### src/rtl/fifo_arb_pkg.sv
// Shared types and width helpers for the round-robin FIFO write arbiter.
package fifo_arb_pkg;

  typedef enum logic {
    IDLE  = 1'b0,
    BURST = 1'b1
  } arb_state_t;

  // Width of a binary producer index; never narrower than one bit.
  function automatic int idx_w(input int n);
    return (n > 1) ? $clog2(n) : 1;
  endfunction

  // Width of the per-grant beat counter.
  function automatic int cnt_w(input int m);
    return $clog2(m) + 1;
  endfunction

endpackage

### src/rtl/fifo_wr_arb_rr_pick.sv
// Rotating-priority encoder: first set req bit scanning upward from last+1,
// wrapping modulo NUM_REQ. Purely combinational.
module rr_pick
  import fifo_arb_pkg::*;
#(
  parameter int NUM_REQ = 4,
  parameter int IW      = idx_w(NUM_REQ)
) (
  input  logic [NUM_REQ-1:0] req,
  input  logic [IW-1:0]      last,
  output logic               found,
  output logic [IW-1:0]      idx
);

  // One spare bit so last+1+offset (at most 2*NUM_REQ-1) never overflows.
  localparam int SW = IW + 1;

  logic [2*NUM_REQ-1:0] req2;
  logic [2*NUM_REQ-1:0] req_shift;
  logic [NUM_REQ-1:0]   req_rot;
  logic [SW-1:0]        start;
  logic [SW-1:0]        offset;
  logic [SW-1:0]        sum;

  // Rotate req so bit 0 is the candidate right after last, then find the first set bit.
  always_comb begin
    // NOTE: every variable gets a default first so no path leaves one unassigned and no latch is inferred.
    found     = 1'b0;
    offset    = '0;
    start     = SW'(last) + SW'(1);
    req2      = {req, req};
    req_shift = req2 >> start;
    req_rot   = req_shift[NUM_REQ-1:0];
    for (int k = 0; k < NUM_REQ; k++) begin
      if (!found && req_rot[k]) begin
        found  = 1'b1;
        offset = SW'(k);
      end
    end
    sum = start + offset;
    if (sum >= SW'(NUM_REQ)) begin
      sum = sum - SW'(NUM_REQ);
    end
    idx = sum[IW-1:0];
  end

endmodule

### src/rtl/fifo_wr_arb.sv
// Round-robin write arbiter sharing one FIFO write port among NUM_REQ producers,
// granting bounded bursts of up to MAX_BURST beats and stalling on FIFO full.
module fifo_wr_arb
  import fifo_arb_pkg::*;
#(
  parameter int NUM_REQ   = 4,
  parameter int WIDTH     = 32,
  parameter int MAX_BURST = 4
) (
  input  logic                       clk,
  input  logic                       rst,
  input  logic [NUM_REQ-1:0]         req,
  input  logic [NUM_REQ*WIDTH-1:0]   req_data,
  output logic [NUM_REQ-1:0]         req_ready,
  input  logic                       fifo_full_n,
  output logic                       write_en,
  output logic [WIDTH-1:0]           data_in,
  output logic [NUM_REQ-1:0]         grant,
  output logic [$clog2(NUM_REQ)-1:0] grant_id,
  output logic                       busy
);

  localparam int IW = idx_w(NUM_REQ);
  localparam int CW = cnt_w(MAX_BURST);

  arb_state_t    state;
  logic [IW-1:0] owner;
  logic [IW-1:0] last;
  logic [CW-1:0] beat_cnt;

  logic          pick_found;
  logic [IW-1:0] pick_idx;
  logic          owner_req;
  logic          accept;
  logic          last_beat;
  logic          release_burst;

  // In BURST, last always equals owner, so one picker serves both the idle
  // decision and the release hand-off with rotation after the current owner.
  rr_pick #(
    .NUM_REQ (NUM_REQ),
    .IW      (IW)
  ) u_pick (
    .req   (req),
    .last  (last),
    .found (pick_found),
    .idx   (pick_idx)
  );

  assign busy          = (state == BURST);
  assign owner_req     = req[owner];
  assign accept        = busy && owner_req && fifo_full_n && !rst;
  assign write_en      = accept;
  assign last_beat     = (beat_cnt == CW'(MAX_BURST - 1));
  // A dropped req releases even when the FIFO is full; that cycle writes nothing.
  assign release_burst = busy && (!owner_req || (accept && last_beat));
  assign grant_id      = busy ? owner : '0;

  // Decode the registered owner into one-hot grant and the owner's ready bit.
  always_comb begin
    grant     = '0;
    req_ready = '0;
    if (busy) begin
      grant[owner] = 1'b1;
      if (!rst) begin
        req_ready[owner] = fifo_full_n;
      end
    end
  end

  // Steer the owner's data slice to the FIFO; selection depends only on owner.
  always_comb begin
    data_in = '0;
    if (busy) begin
      for (int i = 0; i < NUM_REQ; i++) begin
        if (owner == IW'(i)) begin
          data_in = req_data[i*WIDTH +: WIDTH];
        end
      end
    end
  end

  // Arbitration FSM: grant, count beats, release and re-arbitrate without a bubble.
  always_ff @(posedge clk) begin
    // NOTE: non-blocking assignments so every register here samples pre-edge values.
    if (rst) begin
      state    <= IDLE;
      owner    <= '0;
      last     <= IW'(NUM_REQ - 1);
      beat_cnt <= '0;
    end else begin
      case (state)
        IDLE: begin
          if (pick_found) begin
            state    <= BURST;
            owner    <= pick_idx;
            last     <= pick_idx;
            beat_cnt <= '0;
          end
        end
        BURST: begin
          if (release_burst) begin
            if (pick_found) begin
              owner    <= pick_idx;
              last     <= pick_idx;
              beat_cnt <= '0;
            end else begin
              state    <= IDLE;
            end
          end else if (accept) begin
            beat_cnt <= beat_cnt + CW'(1);
          end
        end
        default: state <= IDLE;
      endcase
    end
  end

endmodule

### config.mk
export PLATFORM = sky130hd
export DESIGN_NAME = fifo_wr_arb
export DESIGN_NICKNAME = d
export VERILOG_FILES = /design/src/rtl/fifo_arb_pkg.sv /design/src/rtl/fifo_wr_arb_rr_pick.sv /design/src/rtl/fifo_wr_arb.sv
export SDC_FILE = /design/constraint.sdc
export NUM_CORES = 1
export LEC_CHECK = 0
export BUFFER_PORTS_ARGS = -buffer_cell sky130_fd_sc_hd__buf_2
export CAP_MARGIN = 20
export CORE_ASPECT_RATIO = 0.9
export CORE_MARGIN = 4
export CORE_UTILIZATION = 36
export CTS_CLUSTER_DIAMETER = 50
export DETAILED_ROUTE_END_ITERATION = 10
export HOLD_SLACK_MARGIN = 0.06
export PLACE_DENSITY = 0.84
export SETUP_SLACK_MARGIN = 0.2
export SLEW_MARGIN = 20
export SYNTH_ARGS = -nofsm -noshare
export SYNTH_HDL_FRONTEND = slang
export SYNTH_HIERARCHICAL = 1
export SYNTH_SLANG_ARGS = --single-unit
### constraint.sdc
create_clock -name clk -period 2.32 [get_ports clk]
set_input_delay 0.348 -clock clk [delete_from_list [all_inputs] [get_ports clk]]
set_output_delay 0.348 -clock clk [all_outputs]
set_load 0.05 [all_outputs]
# --- Word level (Yosys, flattened, before mapping) ---
# Cells that the tools add are included.
op_classes:
  shift: 1
  addsub: 4
  eq_ne: 6
  mux: 34
  bitwise: 2
  n_reduce_logical: 16
  order_cmp: 3
op_table:
  columns: ["operator", "n"]
  rows:
  - ["$mux 32", 5]
  - ["$mux 2", 8]
  - ["$mux 4", 3]
  - ["$logic_and 1x1->1", 9]
  - ["$mux 1", 9]
  - ["$mux 3", 3]
  - ["$pmux 2 s2", 2]
  - ["$shr 8x3->4", 1]
  - ["$pmux 3 s2", 1]
  - ["$logic_not 1->1", 5]
  - ["$and 4x4->4", 1]
  - ["$eq 2x2->1 const B", 2]
  - ["$add 2x1->3 const B", 1]
  - ["$add 3x1->3 const B", 1]
  - ["$add 3x2->3", 1]
  - ["$eq 3x2->1 const B", 1]
  - ["$ge 3x3->1 const B", 1]
  - ["$lt 2x3->1 const B", 1]
  - ["$ne 3x1->1 const B", 1]
  - ["$bmux 1 s2", 1]
  - ["$demux 1 s2", 1]
  - ["$eq 2x1->1 const B", 1]
  - ["$ge 2x1->1 const B", 1]
  - ["$logic_not 2->1", 1]
  - ["5 further kinds", 5]
totals:
  input_bits: 135
  wordCells: 70
  ff_bits: 8
  out_inout_bits: 44

# --- Longest topological paths before layout ---
depth:
  depth_word: 18
  ltp_mapped: 11
  depth_no_buf: 10

# --- Modules after synthesis ---
# The synthesis kept the hierarchy.
modules_own_cells:
  columns: ["mod", "seq_area_each_um2", "cells_per_inst", "area_each_um2", "n_inst"]
  rows:
  - ["fifo_wr_arb", 160.2, 142, 1506.4, 1]
  - ["rr_pick", 0.0, 29, 202.7, 1]

# --- Worst setup path before layout ---
# OpenSTA, ideal clock, no wires.
synth_timing:
  path_kind: "register to output"
  from: "register state (netlist: busy)"
  to: "output port req_ready[1]"
  path_slack_ns: -0.065
  required_time_ns: 1.972
  path_stages_with_launch: 3
  t_arrival_ns: 2.037
  path_buffers: 0
  path_cell_list: "dfxtp_1 nand2_2 nor3_1"
synth_between:
  elab_chain_cells: 1
synth_rtl:
  columns: ["element", "line_no", "text"]
  rows:
  - ["start, declared", "fifo_wr_arb.sv:26", "arb_state_t state;"]
  - ["start signal, assigned", "fifo_wr_arb.sv:87", "state <= IDLE;"]
  - ["start signal, assigned", "fifo_wr_arb.sv:95", "state <= BURST;"]
  - ["start signal, assigned", "fifo_wr_arb.sv:108", "state <= IDLE;"]
  - ["$mux 4", "fifo_wr_arb.sv:63", "if (busy) begin"]
  - ["end, declared", "fifo_wr_arb.sv:14", "output logic [NUM_REQ-1:0] req_ready,"]
# No other way between the ends.

# --- Final worst setup path ---
layout_timing:
  from: "register owner[0]"
  to: "output port data_in[23]"
layout_between:
  elab_chain_cells: 6
  word_cells_on_any_way: 9
  classes_between: "3 x eq/ne; 5 x mux; 1 x reduce/logical"
layout_rtl:
  columns: ["element", "line_no", "text"]
  rows:
  - ["start, declared", "fifo_wr_arb.sv:27", "logic [IW-1:0] owner;"]
  - ["start signal, assigned", "fifo_wr_arb.sv:96", "owner <= pick_idx;"]
  - ["start signal, assigned", "fifo_wr_arb.sv:104", "owner <= pick_idx;"]
  - ["$logic_not 2->1", "fifo_wr_arb.sv:76", "if (owner == IW'(i)) begin"]
  - ["$mux 32 (3 in series)", "fifo_wr_arb.sv:76", null]
  - ["$mux 32 (*)", "fifo_wr_arb.sv:76", null]
  - ["$mux 32 (*)", "fifo_wr_arb.sv:74", "if (busy) begin"]
  - ["end, declared", "fifo_wr_arb.sv:17", "output logic [WIDTH-1:0] data_in,"]
# Mark *: on every way between the ends. The rest lies on a longest branch, timed or not.

==> flow_summary.ini <==
[layout]
fillers = 392
utilization = 0.6084
drive_above_1_share = 0.6977
mostFrequentLayoutCells = 177 x buf_2, 34 x and2_1, 32 x mux4_2
antennaDiodeCount = 0
final_common_cell = buf_2
syn_to_final_growth_pct = 60.83
nets = 484

[timing]
finalMaxSlewViolations = 0
worst_slack_ns = 0.2578
finalSetupViolCount = 0
fin_crit_ns = 2.062
fmaxAchievable_mhz = 484.9
rsz0062_at_grt = true
slew_headroom = 0.7388
hold_ws_ns = 0.3585
final-hold-violation-count = 0
finClkSkew_ns = 0.004848
worst_slew_pin_slew_ns = 0.3918
fin_crit_sh = 0.8889

[min_path]
holdPathStages = 2
hold_path_class = in2reg
min_to = owner[0]$_SDFFE_PP0P_
min-delay-start = rst

[detailed_routing]
vias = 2209
antenna_left = 0
post_drt_wl_per_cell_microns = 18.07
vias_per_cell = 5.441
firstDrtPassIters = 4
drc = 0
wirelength_mm = 7.338
drtIter0Drc = 83

[pwr]
vdd_drop_max_uv = 415.1
p_leak_nw = 1.365
power.density_mw_per_mm2 = 800.9

[clocking]
clk_pin_slew_worst_paths_ns = 0.04
numCtsBuffers = 3
htreeDepth = 1
clockBufferDepth = 2
clock_latency_ns = 0.24
cts_root_buf = clkbuf_8
clock-sinks = 8
cts_tree = yes

[critical_path]
crit_start = owner[0]$_SDFFE_PP0P_
path_class = reg2out
worst_ep_arrival_time_ns = 1.71
r2r-end = owner[1]$_SDFFE_PP0P_
cp-start-kind = flip-flop
path_max_fanout = 19
r2r_slack_ns = 0.26
crit_required_ns = 1.97
r2r_start = last[1]$_SDFFE_PP1P_
end_kind = output port
reg2reg_depth = 10

[yosys]
yosys.area.top_type_share = 0.4217
syn_nets = 309
ys_seq_area_frac = 0.09370
synthCells = 171
synth_top_cell_by_area = mux4_2
syn_area_sq_mm = 0.001709
synth_seq_cells = 8
synthTopCellsByArea = mux4_2 42%, and2_1 12%, dfxtp_1 9.4%
yosysWarnings = 6
yosysUniqueCellTypes = 38
synth_area_per_cell_sq_um = 9.995

[floorplanning]
io_pins = 179
core_area_sq_mm = 0.004518
die_h_microns = 73.37
chipWidth_microns = 80.63
std_cell_rows = 23
fp.dieArea_sq_mm = 0.005915
initial_utilization = 0.3783

[global_routing]
grt_pass1_vias = 2112
grt_remaining_overflow = 0
track_usage = 0.2315
grt_max_degree = 35
grt_pass1_wl_mm = 10.57
antenna_found_initial = 1

[placed_design]
dp_hpwl_mm = 6.214
io_buffers = 178
place_ws_ns = 0.1079
gp_congestion = 0.7855

[job]
maxCapViolCount = 0

[run_status]
status = finished clean
[sequential cells by signal, summed over array words and instances (netlist names)]
name	flops
owner	2
busy	1
last	2
beat_cnt	3
[worst max path at each step]
stage | end | slack [ns]
2_1_floorplan | req_ready[1] | -0.06
3_5_place_dp | owner[1]$_SDFFE_PP0P_ | 0.11
6_report | data_in[23] | 0.26
4_1_cts | write_en | 0.20
5_1_grt | owner[1]$_SDFFE_PP0P_ | 0.18
3_3_place_gp | owner[1]$_SDFFE_PP0P_ | 0.23
[worst max-delay path, cell delays in order, from the launching register on]
cell and delay (ns):
dfxtp_2 0.37, buf_12 0.20, mux4_2 0.52, and2_1 0.18, buf_2 0.21
[power by group]
group,internal (mW),switching (mW)
clock,0.114,0.0688
combinational,0.765,1.02
sequential,0.176,0.0544
total,1.05,1.15
[cells by family after synthesis]
family,after synthesis,share of synthesized area
fa+ha+maj,3,0.02196
flops,8,0.09370
compound gates,25,0.1010
mux,35,0.4392
xor+xnor,2,0.01025
simple gates,72,0.2533
buf+inv,26,0.08053
[cells in the mapped netlist]
cell / count
and2_1: 34
mux4_2: 32
inv_1: 10
nor2_1: 9
dfxtp_1: 8
nor3_1: 8
a21oi_1: 7
clkbuf_1: 7
nand3_1: 5
o211ai_1: 5
buf_6: 4
o21ai_0: 4
ha_1: 3
mux2i_1: 3
o32ai_1: 3
and3b_2: 2
buf_2: 2
buf_4: 2
nand2_1: 2
nand2b_2: 2
nor3b_1: 2
a211oi_1: 1
a22oi_1: 1
a311o_1: 1
and2b_1: 1
and3_1: 1
clkinv_1: 1
nand2_2: 1
nand2b_1: 1
nand3b_1: 1
nor2b_1: 1
nor3b_2: 1
o21a_1: 1
o22a_1: 1
o31ai_2: 1
or4_2: 1
xnor2_1: 1
xor2_1: 1
[layout make-up]
class	instances	area (sq um)	area share
multi-input combinational	137	1451	0.5280
sequential	8	166.4	0.06054
tap	62	77.57	0.02822
inverter	11	41.29	0.01502
clock buffer	3	41.29	0.01502
timing repair buffer	185	970.9	0.3532
[metrics by stage]
stage | instances | total power [mW] | area (sq um) | TNS (ns)
floorplan | 171 | 1.572 | 1722 | -0.1295
global placement | 401 | 1.911 | 2659 | 0
detailed placement | 401 | 1.955 | 2659 | 0
CTS | 404 | 2.139 | 2701 | 0
global route | 406 | 2.331 | 2749 | 0
finish | 406 | 2.202 | 2749 | 0
[routing by layer]
metal / vias up / part of all wire / track usage
met3: 30 / 0.076 / 0.05760
met4: 2 / 0.041 / 0.09193
li1: 1003 / - / -
met1: 1060 / 0.35 / 0.2550
met2: 114 / 0.53 / 0.4256
met5: - / 0.0027 / 0
[what timing repair did]
action | in CTS | in global routing
buffers inserted | 0 | 2
endpoints found under the setup margin | 1 | 7
pin swaps | 0 | 5
gates resized for setup | 1 | 9
hold buffers | 0 | 0
(Power assumes the default switching activity.)
